--- config.mk ---
export PLATFORM = sky130hd
export DESIGN_NAME = instruction_fetch
export DESIGN_NICKNAME = d
export VERILOG_FILES = /design/src/rtl/instruction_fetch.sv
export SDC_FILE = /design/constraint.sdc
export NUM_CORES = 1
export LEC_CHECK = 0
export ABC_CLOCK_PERIOD_IN_PS = 6300
export BUFFER_PORTS_ARGS = -buffer_cell sky130_fd_sc_hd__buf_4
export CAP_MARGIN = 20
export CORE_UTILIZATION = 31
export DETAILED_ROUTE_END_ITERATION = 7
export PLACE_DENSITY = 0.48
export SYNTH_ARGS = -nofsm -noshare
export SYNTH_HDL_FRONTEND = slang
export SYNTH_SLANG_ARGS = --single-unit
--- constraint.sdc ---
create_clock -name clk -period 6.3 [get_ports clk]
set_input_delay 0.63 -clock clk [delete_from_list [all_inputs] [get_ports clk]]
set_output_delay 0.63 -clock clk [all_outputs]
set_load 0.03 [all_outputs]
--- src/rtl/instruction_fetch.sv ---
// Instruction fetch: owns the PC, fetches one word per request/grant/response
// handshake, holds it for decode and handles execute-side redirects.
module instruction_fetch #(
  parameter int                        BUS_DATA_WIDTH = 64,
  parameter int                        BUS_INST_WIDTH = 32,
  parameter logic [BUS_DATA_WIDTH-1:0] RESET_PC       = '0
) (
  input  logic                      clk,
  input  logic                      reset,
  output logic                      imem_req,
  output logic [BUS_DATA_WIDTH-1:0] imem_addr,
  input  logic                      imem_gnt,
  input  logic                      imem_rvalid,
  input  logic [BUS_INST_WIDTH-1:0] imem_rdata,
  input  logic                      id_ready,
  input  logic                      redirect_en,
  input  logic [BUS_DATA_WIDTH-1:0] redirect_pc,
  output logic [BUS_INST_WIDTH-1:0] inst,
  output logic [BUS_DATA_WIDTH-1:0] IF_PCplus4_out,
  output logic                      if_valid
);

  localparam logic [BUS_INST_WIDTH-1:0] NOP = BUS_INST_WIDTH'(32'h0100_0000);

  typedef enum logic [1:0] {S_REQ, S_WAIT, S_HOLD, S_DRAIN} state_e;

  state_e                    state_q;
  logic [BUS_DATA_WIDTH-1:0] pc_q;
  logic [BUS_INST_WIDTH-1:0] inst_q;
  logic [BUS_DATA_WIDTH-1:0] pcp4_q;
  logic [BUS_DATA_WIDTH-1:0] pc_plus4;
  logic [BUS_DATA_WIDTH-1:0] redir_aligned;
  logic                      hold_vld;

  assign pc_plus4      = pc_q + BUS_DATA_WIDTH'(4);
  assign redir_aligned = {redirect_pc[BUS_DATA_WIDTH-1:2], 2'b00};

  always_ff @(posedge clk or posedge reset) begin
    if (reset) begin
      state_q <= S_REQ;
      pc_q    <= RESET_PC;
      inst_q  <= NOP;
      pcp4_q  <= '0;
    end else if (redirect_en) begin
      // A granted-but-unanswered request must have its response swallowed.
      pc_q   <= redir_aligned;
      inst_q <= NOP;
      pcp4_q <= '0;
      case (state_q)
        S_REQ:   state_q <= imem_gnt    ? S_DRAIN : S_REQ;
        S_WAIT:  state_q <= imem_rvalid ? S_REQ   : S_DRAIN;
        S_DRAIN: state_q <= imem_rvalid ? S_REQ   : S_DRAIN;
        default: state_q <= S_REQ;
      endcase
    end else begin
      case (state_q)
        S_REQ: if (imem_gnt) state_q <= S_WAIT;
        S_WAIT: if (imem_rvalid) begin
          inst_q  <= imem_rdata;
          pcp4_q  <= pc_plus4;
          state_q <= S_HOLD;
        end
        S_HOLD: if (id_ready) begin
          pc_q    <= pc_plus4;
          state_q <= S_REQ;
        end
        S_DRAIN: if (imem_rvalid) state_q <= S_REQ;
        default: state_q <= S_REQ;
      endcase
    end
  end

  assign imem_req  = (state_q == S_REQ);
  assign imem_addr = pc_q;

  // Redirect masks the presented instruction so decode samples a NOP.
  assign hold_vld       = (state_q == S_HOLD);
  assign if_valid       = hold_vld & ~redirect_en;
  assign inst           = if_valid ? inst_q : NOP;
  assign IF_PCplus4_out = if_valid ? pcp4_q : '0;

endmodule
==> reports/metrics.csv, run 1 <==
stage,metric,value,unit
drt,vias post-DR,8762,
layout,ANT cells,0,
hold_path,worst hold path class,input port to async pin,
drt,drt initial violations,579,
clocking,root buffer cell,clkbuf_16,
critical_path,reg2reg end,pcp4_q[48],
drt,Final ANT Viol Nets,0,
layout,Nets,1395,
drt,DR pass1 iterations,6,
critical_path,largest stage delay on the critical path,0.72,ns
yosys,Post-Synthesis Cells,1101,
yosys,Syn. warnings,0,
layout,area occupied by multi-input gates,4938,µm²
critical_path,CP arrival,3.48,ns
critical_path,CP Cell Sequence,buf_6 -> inv_1 -> nand2_1 -> nor2_4 -> buf_4 -> and2_1 -> buf_4,
yosys,Post-synth top flop,dfrtp_1,
yosys,synth top area cells,"dfrtp_1 (42%), and2_1 (6.5%), nand2_1 (6.3%)",
layout,"commonest non-fill, non-tap cell in the layout",buf_4,
place,HPWL Detailed,22710,µm
floorplanning,Initial Util,0.3144,
sta,final setup violation count,0,
sta,min cycle time layout,4.107,ns
yosys,post-synth top area share,0.4243,
pwr,Lkg Pwr,0.004967,µW
sta,RSZ-0062 raised after global routing,no,
global_routing,first-pass GRT wire length,50500,µm
clocking,CTS sink count,159,
drt,routed len/inst,19.06,µm
drt,DRC violations left,2,
critical_path,FF-to-FF Start,imem_addr[15],
sta,max-slew violation count,0,
critical_path,"Slowest-stage cell, CP",nor2_4,
critical_path,worst reg2reg setup slack,3.15,ns
layout,most frequent cells in the layout,"buf_4 (270), dfrtp_1 (158), nand2_1 (156)",
place,GP Congestion,0.8175,
pwr,Peak VDD IR,131.7,µV
sta,Max transition margin,0.3790,
yosys,Yosys cell types,51,
place,port bufs,259,
run,Max Cap Violations,0,
yosys,biggest area consumer among synthesized cells,dfrtp_1,
yosys,register area share after synthesis,0.4272,
layout,register area,3980,µm²
critical_path,crit start category,input port,
drt,WL final,32300,µm
clocking,Worst-Skew Late Latency,0.43,ns
clocking,clk slew on worst S/H paths,0.07,ns
clocking,Setup Buffers After CTS,0,
critical_path,Crit path top cell by count,buf_4,
critical_path,Setup crit start,redirect_en,
floorplanning,# rows,63,
global_routing,vias in the first global route,8264,
sta,fin crit share,0.6520,
yosys,syn_area_per_cell,8.463,µm²
critical_path,WP data required,5.67,ns
floorplanning,die span in x,175.4,µm
floorplanning,Die ar.,30750,µm²
global_routing,gr usage total,0.2135,
sta,Setup Skew,0.01548,ns
critical_path,Critical path destination,IF_PCplus4_out[0],
clocking,CTS max path bufs,2,
sta,TNS Setup,0,ns
critical_path,Crit Path Category,input port to output pin,
critical_path,CP max FO,97,
yosys,"EDFF count, synth",0,
global_routing,gr ovfl total,0,
drt,DR vias/cell,5.169,
yosys,"FF+latch count, synth",159,
floorplanning,number of top-level pins,264,
critical_path,r2r worst-path depth,5,
clocking,hold_buf cts,0,
layout,layout cells sized above 1,0.2490,
layout,fill count,3110,
critical_path,Critical Path Sink Type,output pin,
clocking,post-cts repair resize count,0,
sta,worst slew pin tran,0.9265,ns
clocking,CTS buffer count,17,
sta,Peak Freq,243.5,MHz
yosys,Post-Synthesis Cell Area,9318,µm²
global_routing,initial antenna violation count,0,
pwr,Power Density,266.3,nW/µm²
floorplanning,Core Footprint,29640,µm²
layout,Synth-to-Final Area Change,29.81,%
sta,Final Hold Fails,0,
run_status,failing checks,DRC,
layout,fin util,0.4081,
clocking,CTS tree,yes,
floorplanning,die span in y,175.4,µm
global_routing,largest net degree at the start of global routing,98,
clocking,H-tree lvl count,4,
run_status,status,"finished, violations left",
yosys,post-synthesis async set-or-reset flop share,1.000,
through the flow:
stage / instance area [µm²] / hold WS, ns / std cells / worst slack (ns) / total power (µW)
finish: 12100 / 0.3579 / 1695 / 2.193 / 3221
global route: 12100 / 0.3957 / 1695 / 1.759 / 3406
CTS: 12070 / 0.3834 / 1694 / 2.020 / 3258
detailed placement: 11470 / 0.4817 / 1662 / 2.023 / 2175
global placement: 11470 / 0.4692 / 1662 / 2.120 / 2169
floorplan: 9321 / 0.4609 / 1102 / 1.380 / 1844
final cells by class:
cell class | count | share of cell area
multi-input combinational | 837 | 0.4083
timing repair buffer | 272 | 0.1708
sequential | 159 | 0.3291
inverter | 5 | 0.001965
tap | 390 | 0.04034
clock inverter | 13 | 0.01210
clock buffer | 19 | 0.03745
critical path, delay by kind of cell:
family | cells | cell delay [ns]
and+or+nand+nor | 3 | 1.19
buffers and inverters | 4 | 1.58
worst min path at each step:
stage / to / slack, ns
floorplan: inst_q[24] / 0.46
CTS: imem_addr[34] / 0.38
global placement: inst_q[24] / 0.47
global route: imem_addr[34] / 0.40
finish: inst_q[28] / 0.36
detailed placement: inst_q[24] / 0.48
report_power, final:
part,switching [µW],total [µW],internal [µW]
clock,494,1080,583
combinational,516,817,301
sequential,166,1330,1160
total,1180,3220,2050
Yosys cell counts (15+ instances only):
cell / n
dfrtp_1: 158
o21ai_0: 65
or4_1: 16
nand3_1: 39
a211oi_1: 42
xnor2_1: 42
nor3_1: 18
and2_1: 97
a311oi_1: 15
xor2_1: 44
nor2_1: 90
nand2_1: 156
nand4_1: 46
clkbuf_1: 80
or3_1: 24
a21oi_1: 33
nor4_1: 28
logic make-up (layout without fill, tap and decap cells):
group | after synthesis | in the layout | share of synthesized area
XOR/XNOR | 86 | 86 | 0.08084
multiplexers | 4 | 4 | 0.004297
AO/OA/AOI/OAI | 178 | 178 | 0.1186
other | 1 | 2 | 0.0004025
flip-flops | 159 | 159 | 0.4272
adder cells (fa/ha/maj) | 1 | 1 | 0.001343
buffers and inverters | 106 | 309 | 0.04673
AND/OR/NAND/NOR | 566 | 566 | 0.3207
state kept, by name, indices dropped and copies added, names as in the netlist:
name       cells
inst_q        32
state_q        2
imem_addr     62
pcp4_q        63
per-layer routing:
metal,wire length (µm),part of all wire,up-vias,GRT usage
li1,-,-,4250,-
met1,15850,0.49,4262,0.3105
met2,14460,0.45,233,0.3262
met3,1723,0.053,17,0.04416
met4,263,0.0081,0,0.04022
met5,0,0,-,0
No activity file was read; power rests on OpenSTA's default activity.
==> inputs of run 2 (changes only) <==
ABC_CLOCK_PERIOD_IN_PS = 3900   (was 6300)
clock period = 3.9 ns   (was 6.3 ns; I/O delays follow)
==> run 2 against run 1 <==
Compared with the run above:
- the flow still finishes with violations (DRC)
- critical path depth fell by 2
- power rose by 61%
- utilization rose by 0.068 points
- setup slack got worse by 1.4 ns
- die area did not move
- via count rose by 0.23%
- non-clock buffer count rose by 6
- clock power rose by 58%
- count of clock-buffer cells in the layout fell by 2
- clock skew rose by 0.0026 ns
- sequential power rose by 61%
==> reports/metrics.csv, run 2 (synthesis gave the netlist of run 1 again) <==
stage,metric,value,unit
global_routing,first-pass GRT wire length,50570,µm
sta,Final Hold Fails,0,
sta,max-slew violation count,0,
clocking,post-cts repair resize count,0,
clocking,CTS sink count,159,
critical_path,CP arrival,2.75,ns
floorplanning,Initial Util,0.3144,
critical_path,CP max FO,70,
drt,Final ANT Viol Nets,0,
clocking,hold_buf cts,0,
clocking,clk slew on worst S/H paths,0.08,ns
sta,worst slew pin tran,0.9391,ns
sta,Setup Skew,0.01811,ns
clocking,H-tree lvl count,4,
critical_path,WP data required,3.51,ns
pwr,Lkg Pwr,0.004981,µW
floorplanning,die span in x,175.4,µm
place,GP Congestion,0.8320,
layout,most frequent cells in the layout,"buf_4 (276), dfrtp_1 (158), nand2_1 (156)",
clocking,Worst-Skew Late Latency,0.44,ns
global_routing,initial antenna violation count,0,
sta,RSZ-0062 raised after global routing,no,
layout,register area,3980,µm²
clocking,CTS max path bufs,2,
clocking,root buffer cell,clkbuf_16,
floorplanning,number of top-level pins,264,
drt,drt initial violations,609,
layout,Nets,1401,
critical_path,CP Cell Sequence,nand2_1 -> nor2_4 -> buf_4 -> and2_1 -> buf_4,
sta,Peak Freq,318.4,MHz
layout,ANT cells,0,
critical_path,largest stage delay on the critical path,0.62,ns
clocking,CTS tree,yes,
sta,Max transition margin,0.3720,
layout,Largest Register,pcp4_q,
global_routing,gr usage total,0.2131,
layout,Synth-to-Final Area Change,30.03,%
place,port bufs,259,
pwr,Power Density,427.4,nW/µm²
pwr,Peak VDD IR,233.8,µV
place,HPWL Detailed,22910,µm
sta,fin crit share,0.8053,
sta,min cycle time layout,3.141,ns
global_routing,gr ovfl total,0,
drt,DRC violations left,1,
layout,Largest register FFs,63,
critical_path,"Slowest-stage cell, CP",buf_4,
global_routing,vias in the first global route,8350,
drt,DR vias/cell,5.163,
layout,"commonest non-fill, non-tap cell in the layout",buf_4,
run,Max Cap Violations,0,
critical_path,crit start category,flop,
clocking,Setup Buffers After CTS,0,
hold_path,worst hold path class,input port to async pin,
critical_path,Crit path top cell by count,buf_4,
drt,DR pass1 iterations,7,
critical_path,Crit Path Category,flop to output pin,
critical_path,Critical Path Sink Type,output pin,
layout,area occupied by multi-input gates,4933,µm²
critical_path,Buffers & Inverters on Critical Path,2,
drt,routed len/inst,19.23,µm
global_routing,largest net degree at the start of global routing,93,
sta,worst hold margin,0.06704,ns
sta,final setup violation count,0,
clocking,CTS buffer count,17,
floorplanning,Core Footprint,29640,µm²
layout,fill count,3121,
layout,layout cells sized above 1,0.2517,
run_status,failing checks,DRC,
floorplanning,die span in y,175.4,µm
sta,TNS Setup,0,ns
drt,WL final,32710,µm
critical_path,largest delay contributor family on the critical path,simple AND/OR/NAND/NOR gates,
floorplanning,# rows,63,
drt,vias post-DR,8782,
run_status,status,"finished, violations left",
floorplanning,Die ar.,30750,µm²
run 2: cell count changes in the layout (fill, tap and decap cells not counted), sizes merged:
cell      delta
inv          +1
buf          +6
clkbuf       -2
clkinv       +1
bufinv       -1
clkinvlp     +1
run 2: worst paths after layout:
kind                                  from            endpoint  slack [ns]  depth (start not counted)
max                             state_q[1]  IF_PCplus4_out[15]        0.76                          5
min                                  reset           inst_q[6]        0.07                          2
max reg2reg                  imem_addr[33]          pcp4_q[63]        0.85                          5
min reg2reg                     inst_q[24]          inst_q[24]        0.48                          2
max in group asynchronous            reset       imem_addr[25]        2.70                          3
min in group clk           redirect_pc[31]       imem_addr[31]        0.16                          3
run 2: stage by stage:
step / cells / worst slack [ns] / total power, µW / utilization / instance area [µm²]
2_1_floorplan: 1102 / 1.258 / 2979 / - / 9325
6_report: 1701 / 0.7593 / 5178 / 0.4088 / 12120
3_5_place_dp: 1669 / 0.9201 / 3519 / 0.3889 / 11530
4_1_cts: 1701 / 0.7041 / 5246 / 0.4088 / 12120
5_1_grt: 1701 / 0.5235 / 5445 / 0.4088 / 12120
3_3_place_gp: 1669 / 0.9823 / 3506 / 0.3889 / 11530
run 2: final cells by class:
class	count	area share
Clock inverter	15	0.01343
Clock buffer	17	0.03511
Inverter	5	0.001859
Timing Repair Buffer	278	0.1736
Multi-Input combinational cell	837	0.4072
Tap cell	390	0.04028
Sequential cell	159	0.3285
run 2: worst reg2reg max path, stage by stage, from the launching register on:
cell      delay, ns
dfrtp_1        0.60
nand4_1        0.36
nor4_2         0.75
nand4_1        0.49
or3_1          0.47
a311oi_1       0.27
run 2: layer usage:
layer	track usage	wire [µm]
met1	0.3139	15700
met2	0.3274	14830
met3	0.03268	1877
met4	0.04529	298
met5	0	0
run 2: where the power goes:
part / internal [µW] / switching, µW
registers: 1880 / 260
logic: 487 / 844
clock network: 863 / 849
==> inputs of run 3 (changes only) <==
ABC_AREA = 1   (was default)
ABC_CLOCK_PERIOD_IN_PS = 2700   (was 3900)
PLACE_DENSITY = 0.5   (was 0.48)
clock period = 2.7 ns   (was 3.9 ns; I/O delays follow)
==> run 3 against run 2 <==
Compared with the run above:
- the run now ends clean
- sequential share of layout area is 1.1 points lower
- via count is 14% higher
- first-iteration DRC count is 31% higher
- global-route usage is 2.0 points higher
- clock power is 47% higher
- highest routed layer unchanged
==> reports/metrics.csv, run 3 <==
stage,metric,value,unit
yosys,Yosys cell types,34,
place,GP Congestion,0.9245,
floorplanning,Initial Util,0.3188,
yosys,Syn. warnings,0,
run_status,status,finished clean,
critical_path,Crit Path Category,flop to output pin,
layout,Synth-to-Final Area Change,31.09,%
clocking,CTS sink count,159,
drt,DR pass1 iterations,5,
global_routing,largest net degree at the start of global routing,95,
yosys,register area share after synthesis,0.4158,
yosys,Post-Synthesis Cells,1446,
place,placed cell areas,11940,µm²
sta,final setup violation count,0,
critical_path,WP data required,2.43,ns
place,worst slack at placement,0.5810,ns
floorplanning,die span in y,177.7,µm
layout,Nets,1782,
yosys,post-synthesis async set-or-reset flop share,1.000,
layout,register area,3980,µm²
sta,max-slew violation count,0,
yosys,Post-synth top flop,dfrtp_1,
yosys,Synth Area in Compound Gates,0.09986,
floorplanning,die span in x,177.7,µm
sta,Peak Freq,410.7,MHz
clocking,H-tree lvl count,4,
critical_path,largest delay contributor family on the critical path,buffers and inverters,
sta,RSZ-0062 raised after global routing,no,
layout,ANT cells,0,
hold_path,worst hold path class,input port to flop,
critical_path,Crit path top cell by count,nor2_1,
place,port bufs,259,
yosys,syn_area_per_cell,6.620,µm²
drt,Final ANT Viol Nets,0,
sta,fin crit share,0.9019,
layout,final instance area,12550,µm²
global_routing,gr ovfl total,0,
global_routing,first-pass GRT wire length,55520,µm
critical_path,CP arrival,2.17,ns
yosys,Post-Synth Simple-Gate Area,0.3559,
critical_path,crit start category,flop,
layout,layout cells sized above 1,0.2021,
yosys,largest family of logic cells by synthesized area,simple AND/OR/NAND/NOR gates,
layout,Largest Register,pcp4_q,
layout,fin util,0.4179,
critical_path,Critical Path Sink Type,output pin,
clocking,post-cts repair resize count,0,
critical_path,CP max FO,94,
yosys,synth cell count leaders,"nand2_1 (400), inv_1 (228), nor2_1 (220)",
yosys,"EDFF count, synth",0,
clocking,CTS buffer count,17,
clocking,clk slew on worst S/H paths,0.07,ns
sta,Max transition margin,0.4501,
critical_path,Buffers & Inverters on Critical Path,4,
critical_path,CP Cell Sequence,inv_1 -> nand2_1 -> nor2_1 -> clkinv_2 -> buf_12 -> nor2_1 -> buf_4,
global_routing,gr usage total,0.2331,
layout,fill count,3211,
yosys,post-synthesis adder-cell area fraction,0.001307,
floorplanning,Die ar.,31590,µm²
critical_path,"Slowest-stage cell, CP",dfrtp_1,
clocking,Setup Buffers After CTS,0,
drt,DRC violations left,0,
pwr,Power Density,700.9,nW/µm²
clocking,CTS tree,yes,
run,Max Cap Violations,0,
clocking,Worst-Skew Late Latency,0.44,ns
yosys,synth top area cells,"dfrtp_1 (41%), nand2_1 (16%), inv_1 (8.9%)",
critical_path,largest stage delay on the critical path,0.40,ns
drt,routed len/inst,17.39,µm
place,HPWL Detailed,26710,µm
layout,"commonest non-fill, non-tap cell in the layout",nand2_1,
sta,min cycle time layout,2.435,ns
drt,drt initial violations,796,
pwr,Peak VDD IR,370.1,µV
sta,setup ws final,0.2649,ns
yosys,multiplexer share of the synthesized area,0,
drt,vias post-DR,9978,
sta,worst slew pin tran,0.8249,ns
clocking,hold_buf cts,1,
yosys,"count leader, synth",nand2_1,
clocking,root buffer cell,clkbuf_16,
yosys,post-synth top area share,0.4130,
sta,worst hold margin,0.05221,ns
layout,Largest register FFs,63,
pwr,Lkg Pwr,0.006251,µW
sta,Setup Skew,0.01341,ns
yosys,XOR/XNOR Fraction of Synth Area,0.006404,
layout,most frequent cells in the layout,"nand2_1 (400), buf_4 (271), inv_1 (226)",
floorplanning,# rows,63,
clocking,CTS max path bufs,2,
yosys,Post-Synthesis Cell Area,9573,µm²
sta,Final Hold Fails,0,
drt,WL final,36200,µm
layout,area occupied by multi-input gates,4458,µm²
yosys,biggest area consumer among synthesized cells,dfrtp_1,
floorplanning,Core Footprint,30030,µm²
yosys,"FF+latch count, synth",159,
global_routing,initial antenna violation count,0,
sta,TNS Setup,0,ns
global_routing,vias in the first global route,9390,
floorplanning,number of top-level pins,264,
drt,DR vias/cell,4.793,
==> run 3: cells by family (layout without fill, tap and decap cells) <==
| logic type | count (synthesis) | count (layout) |
|---|---|---|
| flops | 159 | 159 |
| xor+xnor | 7 | 7 |
| fa+ha+maj | 1 | 1 |
| other cells | 1 | 2 |
| buf+inv | 298 | 543 |
| simple gates | 805 | 805 |
| compound gates | 175 | 175 |
==> run 3: tightest hold or removal path, stage by stage <==
cell	delay [ns]
buf_4	0.08
nand2_1	0.04
nand3_1	0.07
==> run 3: cell type report <==
class | count | share of cell area
clock buffers | 17 | 0.03390
inverters | 234 | 0.07039
multi-input cells | 990 | 0.3552
well taps | 390 | 0.03888
clock inverters | 15 | 0.01356
repair buffers | 277 | 0.1709
flip-flops and latches | 159 | 0.3171
==> run 3: per-layer routing <==
metal	part of all wire	GRT usage
met5	0	0
met4	0.014	0.05306
met3	0.067	0.04284
met2	0.43	0.3452
met1	0.49	0.3475
==> run 3: final timing paths <==
check / from / to / depth (start not counted) / slack (ns)
max reg2reg: imem_addr[2] / pcp4_q[62] / 8 / 0.60
min in group asynchronous: reset / pcp4_q[4] / 3 / 0.47
max in group asynchronous: reset / pcp4_q[3] / 4 / 1.36
min reg2reg: pcp4_q[63] / pcp4_q[63] / 2 / 0.48
max: state_q[0] / IF_PCplus4_out[38] / 7 / 0.26
min: redirect_pc[16] / imem_addr[16] / 3 / 0.05
==> run 3: through the flow <==
stage               power (µW)  instances
finish                    8796       2082
global route              9324       2082
CTS                       8857       2082
detailed placement        6347       2049
global placement          6319       2049
floorplan                 5126       1447
==> run 3: power breakdown <==
| group | switching [µW] | internal (µW) |
|---|---|---|
| Combinational | 1990 | 971 |
| Sequential | 485 | 2830 |
| Clock | 1260 | 1250 |
| Total | 3740 | 5050 |
